--- config.mk ---
export PLATFORM = sky130hd
export DESIGN_NAME = flt_flt
export DESIGN_NICKNAME = d
export VERILOG_FILES = /design/src/rtl/flt_pkg.sv /design/src/rtl/data_mem.sv /design/src/rtl/flt_flt.sv
export SDC_FILE = /design/constraint.sdc
export NUM_CORES = 1
export LEC_CHECK = 0
export ABC_AREA = 1
export CORE_AREA = 3 3 40 42
export CTS_BUF_LIST = sky130_fd_sc_hd__clkbuf_8 sky130_fd_sc_hd__clkbuf_16
export CTS_CLUSTER_DIAMETER = 50
export DETAILED_ROUTE_END_ITERATION = 6
export DIE_AREA = 0 0 43 45
export MAX_ROUTING_LAYER = met4
export SYNTH_ARGS = -nofsm -noshare
export SYNTH_HDL_FRONTEND = slang
export SYNTH_SLANG_ARGS = --single-unit
--- constraint.sdc ---
create_clock -name clk -period 1.6 [get_ports clk]
set_clock_uncertainty 0.1 [all_clocks]
set_input_delay 0.24 -clock clk [delete_from_list [all_inputs] [get_ports clk]]
set_output_delay 0.24 -clock clk [all_outputs]
set_load 0.005 [all_outputs]
--- src/rtl/flt_pkg.sv ---
// Shared constants, state encoding and number format for the half-precision adder.
package flt_pkg;

   localparam int unsigned EXP_W     = 5;
   localparam int unsigned FRAC_W    = 10;
   localparam int unsigned BIAS      = 15;
   localparam int unsigned EXP_MAX   = 2 * BIAS + 1;
   localparam int unsigned MEM_DEPTH = 256;

   localparam logic [7:0] OP_A_ADDR = 8'd128;
   localparam logic [7:0] OP_B_ADDR = 8'd130;
   localparam logic [7:0] RES_ADDR  = 8'd132;

   typedef enum logic [3:0] {
      StIdle,
      StRdA0,
      StRdA1,
      StRdB0,
      StRdB1,
      StAlign,
      StAdd,
      StNorm,
      StWr0,
      StWr1,
      StDone
   } state_e;

   typedef struct packed {
      logic              sign;
      logic [EXP_W-1:0]  exp;
      logic [FRAC_W-1:0] frac;
   } fp16_t;

   // Number of zeros above the leading one of an 11-bit mantissa (11 when zero).
   function automatic logic [3:0] lzc11(input logic [10:0] v);
      logic [3:0] n;
      n = 4'd11;
      for (int i = 0; i < 11; i++) begin
         if (v[i]) n = 4'(10 - i);
      end
      return n;
   endfunction

endpackage

--- src/rtl/data_mem.sv ---
// Byte-wide data memory: synchronous write, combinational read, contents survive reset.
module data_mem
   import flt_pkg::*;
(
   input  logic       clk_i,
   input  logic       we_i,
   input  logic [7:0] addr_i,
   input  logic [7:0] wdata_i,
   output logic [7:0] rdata_o
);

   logic [7:0] my_memory [0:MEM_DEPTH-1];

   always_ff @(posedge clk_i) begin
      if (we_i) my_memory[addr_i] <= wdata_i;
   end

   assign rdata_o = my_memory[addr_i];

endmodule

--- src/rtl/flt_flt.sv ---
// Standalone half-precision adder: reads two operands from its own memory, stores the sum.
module flt_flt
   import flt_pkg::*;
(
   input  logic clk,
   input  logic reset,
   output logic done
);

   state_e      state_q, state_d;
   fp16_t       a_q, a_d, b_q, b_d, res_q, res_d;
   logic        sign_q, sign_d, sub_q, sub_d, done_q, done_d;
   logic [4:0]  exp_q, exp_d;
   logic [10:0] big_q, big_d, sml_q, sml_d;
   logic [11:0] sum_q, sum_d;

   logic        mem_we;
   logic [7:0]  mem_addr, mem_wdata, mem_rdata;

   logic [4:0]  ea, eb, e_diff;
   logic [10:0] ma, mb, sml_raw, sml_sh;
   logic        a_big;
   logic [3:0]  lz;
   logic [5:0]  e_inc;
   logic [9:0]  norm_m;
   fp16_t       norm_res;

   data_mem data_mem1 (
      .clk_i  (clk),
      .we_i   (mem_we),
      .addr_i (mem_addr),
      .wdata_i(mem_wdata),
      .rdata_o(mem_rdata)
   );

   // Denormal inputs align as exponent 1 with a zero hidden bit.
   always_comb begin : p_align
      ea      = (a_q.exp == '0) ? 5'd1 : a_q.exp;
      eb      = (b_q.exp == '0) ? 5'd1 : b_q.exp;
      ma      = {(a_q.exp != '0), a_q.frac};
      mb      = {(b_q.exp != '0), b_q.frac};
      a_big   = {ea, ma} >= {eb, mb};
      e_diff  = a_big ? (ea - eb) : (eb - ea);
      sml_raw = a_big ? mb : ma;
      sml_sh  = (e_diff >= 5'd12) ? '0 : (sml_raw >> e_diff);
   end

   always_comb begin : p_norm
      lz       = lzc11(sum_q[10:0]);
      e_inc    = {1'b0, exp_q} + 6'd1;
      norm_m   = 10'(sum_q[10:0] << lz);
      norm_res = '0;
      if (sum_q == '0) begin
         norm_res = '0;
      end else if (!sub_q) begin
         if (sum_q[11]) begin
            if (e_inc > 6'(EXP_MAX)) norm_res = {sign_q, 5'h1f, 10'h3ff};
            else                     norm_res = {sign_q, e_inc[4:0], sum_q[10:1]};
         end else begin
            // Only two denormals can add without reaching the hidden bit.
            norm_res = {sign_q, (sum_q[10] ? exp_q : 5'd0), sum_q[9:0]};
         end
      end else if ({1'b0, exp_q} <= {2'b00, lz}) begin
         norm_res = '0;
      end else begin
         norm_res = {sign_q, exp_q - {1'b0, lz}, norm_m};
      end
   end

   always_comb begin : p_mem
      mem_we    = 1'b0;
      mem_addr  = OP_A_ADDR;
      mem_wdata = res_q[15:8];
      unique case (state_q)
         StRdA1:  mem_addr = OP_A_ADDR + 8'd1;
         StRdB0:  mem_addr = OP_B_ADDR;
         StRdB1:  mem_addr = OP_B_ADDR + 8'd1;
         StWr0: begin
            mem_we   = 1'b1;
            mem_addr = RES_ADDR;
         end
         StWr1: begin
            mem_we    = 1'b1;
            mem_addr  = RES_ADDR + 8'd1;
            mem_wdata = res_q[7:0];
         end
         default: ;
      endcase
   end

   always_comb begin : p_next
      state_d = state_q;
      a_d     = a_q;
      b_d     = b_q;
      sign_d  = sign_q;
      exp_d   = exp_q;
      big_d   = big_q;
      sml_d   = sml_q;
      sub_d   = sub_q;
      sum_d   = sum_q;
      res_d   = res_q;
      done_d  = done_q;
      unique case (state_q)
         StIdle: state_d = StRdA0;
         StRdA0: begin
            a_d[15:8] = mem_rdata;
            state_d   = StRdA1;
         end
         StRdA1: begin
            a_d[7:0] = mem_rdata;
            state_d  = StRdB0;
         end
         StRdB0: begin
            b_d[15:8] = mem_rdata;
            state_d   = StRdB1;
         end
         StRdB1: begin
            b_d[7:0] = mem_rdata;
            state_d  = StAlign;
         end
         StAlign: begin
            sign_d  = a_big ? a_q.sign : b_q.sign;
            exp_d   = a_big ? ea : eb;
            big_d   = a_big ? ma : mb;
            sml_d   = sml_sh;
            sub_d   = a_q.sign ^ b_q.sign;
            state_d = StAdd;
         end
         StAdd: begin
            sum_d   = sub_q ? ({1'b0, big_q} - {1'b0, sml_q}) : ({1'b0, big_q} + {1'b0, sml_q});
            state_d = StNorm;
         end
         StNorm: begin
            res_d   = norm_res;
            state_d = StWr0;
         end
         StWr0: state_d = StWr1;
         StWr1: begin
            done_d  = 1'b1;
            state_d = StDone;
         end
         StDone: ;
         default: state_d = StIdle;
      endcase
   end

   always_ff @(posedge clk or negedge reset) begin
      if (!reset) begin
         state_q <= StIdle;
         a_q     <= '0;
         b_q     <= '0;
         sign_q  <= 1'b0;
         exp_q   <= '0;
         big_q   <= '0;
         sml_q   <= '0;
         sub_q   <= 1'b0;
         sum_q   <= '0;
         res_q   <= '0;
         done_q  <= 1'b0;
      end else begin
         state_q <= state_d;
         a_q     <= a_d;
         b_q     <= b_d;
         sign_q  <= sign_d;
         exp_q   <= exp_d;
         big_q   <= big_d;
         sml_q   <= sml_d;
         sub_q   <= sub_d;
         sum_q   <= sum_d;
         res_q   <= res_d;
         done_q  <= done_d;
      end
   end

   assign done = done_q;

endmodule

==> out/qor.yml, run 1 <==
cts_made_buffers: 3
cts.root.buffer_cell: "sky130_fd_sc_hd__clkbuf_8"
cts.reportedPaths.clkPinSlew_ns: 0.04
worst_path_max_delay_cell: "sky130_fd_sc_hd__clkdlybuf4s50_1"
synth_area_leader_cell: "sky130_fd_sc_hd__dfrtp_1"
combinationalPowerShare_pct: 1.2
yosysSeqAreaShare_pct: 57.8
clk_latency_ns: 0.22
place.gp.congestion: 0.703
grt_pass1_wl_microns: 600
timing.max_cap.violations: 0
timing.critical_path.max_delay_family: "buffers and inverters"
tns_ns: 0
finalInstanceArea_sq_um: 300
report.final.slew_viol_count: 0
layout.filler_cells: 140
synth_cell_types: 9
timing.hold.worst.class: "input port to asynchronous set/reset pin"
wl_per_cell_microns: 7.00
worst-slew-pin-transition_ns: 0.210
via_count: 171
crit_start: "done"
layout-drive-gt1-share_pct: 15.6
netSwitchingPower_uw: 62.8
syn_avg_cell_area_sq_um: 8.33
power_leakage_uw: 0.000157
worst-endpoint-required_ns: 1.26
power_switching_share_pct: 17.6
final_common_cell: "sky130_fd_sc_hd__inv_1"
crit_type: "register to primary output"
cts_resized: 0
yosysWarningCount: 0
crit_path_end_kind: "primary output"
arrival_ns: 1.05
effective_utilization_at_floorplan_pct: 16.8
clock-sinks: 5
gr-total-overflow: 0
postSynthNetCount: 28
min_period_over_period_pct: 86.8
die_area_sq_um: 1940
run_status: "complete, no violations"
share_clk_of_total_power_pct: 63.1
postSynthRegisterBits: 5
layout.core_utilization_pct: 23.4
count_of_final_setup_violators: 0
rsz0062_at_grt: "no"
dp.final_hpwl_microns: 256
critPathLaunchType: "register"
reg2reg_from: "state_q[0]"
antenna-diode-count: 0
core_area_sq_um: 1280
clock_path_buffers: 2
most-common-layout-cells: "sky130_fd_sc_hd__inv_1, sky130_fd_sc_hd__nand2_1, sky130_fd_sc_hd__dfrtp_1"
final_antenna_net_count: 0
grt_pass1_vias: 171
cts_setup_buffers: 0
area_growth_from_synthesis_to_final_layout_pct: 38.7
portion_of_synthesized_cell_area_occupied_by_the_leading_cell_type_pct: 57.8
grt_start_max_net_pins: 6
dieHeight_microns: 45
maxSlewHeadroom_pct: 85.9
detailed_place.area_sq_um: 255
worst_ir_drop_vdd_mv: 0.430
post-route-drc-count: 0
cell_internal_pwr_uw: 294
fp-row-count: 13
powerDensity_nw_per_um2: 1190
finalHoldViolCount: 0
numPlacedInstances: 43
cts.hold.buffers_added: 0
detail_routed_via_count_per_cell: 3.64
final_cell_count_no_fill: 47
boundaryPins: 3
number_of_antenna_violations_at_the_first_check_in_global_routing: 0
critical-path-max-stage-delay_ns: 0.50
drt-pass1-iter-count: 1
synth_cells: 26
sequentialPowerShare_pct: 35.7
detail_route.wirelength_microns: 329
ys_top_cells_by_area: "sky130_fd_sc_hd__dfrtp_1, sky130_fd_sc_hd__inv_1, sky130_fd_sc_hd__nand2_1"
die_width_microns: 43
crit_path_max_fanout: 2
layout.nets: 35
grt_usage_pct: 4.92
htree_num_levels: 1
seqCellArea_sq_um: 125
multi_input_area_sq_um: 65.1
cts_tree: "done"
layout_min_cycle_time_ns: 1.39
worstPathCellList: "clkdlybuf4s50_1"
sum_of_buffers_and_inverters_on_the_critical_path: 1
portBuffers: 2
first_iter_violations: 0
post_synth_instance_area_sq_um: 216
maxClockFrequency_mhz: 720
-- per-stage QoR --
stage | total power (uW) | setup WS, ns | hold WS [ns]
floorplan | 129 | 0.762 | -0.156
global placement | 133 | 0.443 | 0.366
detailed placement | 133 | 0.449 | 0.367
CTS | 363 | 0.203 | 0.141
global route | 370 | 0.195 | 0.157
finish | 357 | 0.212 | 0.134
-- worst paths after layout --
path	depth (start not counted)	to	slack (ns)
worst max-delay path	1	done	0.21
worst min-delay path	1	done	0.13
worst max register to register	5	state_q[3]	0.69
worst min register to register	1	done	0.38
max in group asynchronous	1	state_q[3]	1.08
min in group clk	1	done	0.38
-- registers in the layout, indices dropped and copies added (netlist names) --
signal   cells
state_q      4
done         1
-- power groups by stage --
stage	Clock (uW)	Combinational (uW)	Sequential, uW
after floorplan	0	0.0000675	129
after global placement	0	4.53	129
after detailed placement	0	4.56	129
after CTS	231	4.56	127
after global routing	238	4.98	127
final	225	4.28	127
-- area by class of cell --
cell class              count  share of cell area [%]
flip-flops and latches      5                    41.7
well taps                  15                    6.25
multi-input cells          14                    21.7
clock inverters             1                    1.25
inverters                   7                    8.75
clock buffers               3                    13.7
repair buffers              2                    6.67
-- synthesized netlist by cell type (all sizes together) --
cell / count
a21oi: 1
inv: 7
nand2: 8
nand3: 1
nor2: 2
dfrtp: 5
o21bai: 1
nor3: 1
-- cell families (layout without fill, tap and decap cells) --
family          after synthesis  count (layout)  share of synthesized area [%]
buf+inv                       7              13                           12.1
flops                         5               5                           57.8
simple gates                 12              12                           24.3
compound gates                2               2                           5.78
-- metal layers --
| layer | routed length [microns] | GRT usage, % |
|---|---|---|
| met1 | 162 | 4.66 |
| met2 | 134 | 5.99 |
| met3 | 14 | 2.39 |
| met4 | 17 | 7.23 |
| met5 | 0 | - |
(Power assumes the default switching activity.)
==> inputs of run 2 (changes only) <==
CTS_CLUSTER_DIAMETER = unset   (was 50)
SYNTH_HIERARCHICAL = 1   (was unset)
==> results of run 2 <==
The final DEF is identical to that of run 1; final timing and power are the same.
Main changes from that run: Yosys warning count 0 -> 6
==> inputs of run 3 (changes only) <==
CTS_BUF_LIST = sky130_fd_sc_hd__clkbuf_8   (was sky130_fd_sc_hd__clkbuf_8 sky130_fd_sc_hd__clkbuf_16)
==> results of run 3 <==
The final DEF is identical to that of run 1; final timing and power are the same.
Main changes from that run: Yosys warning count 0 -> 6
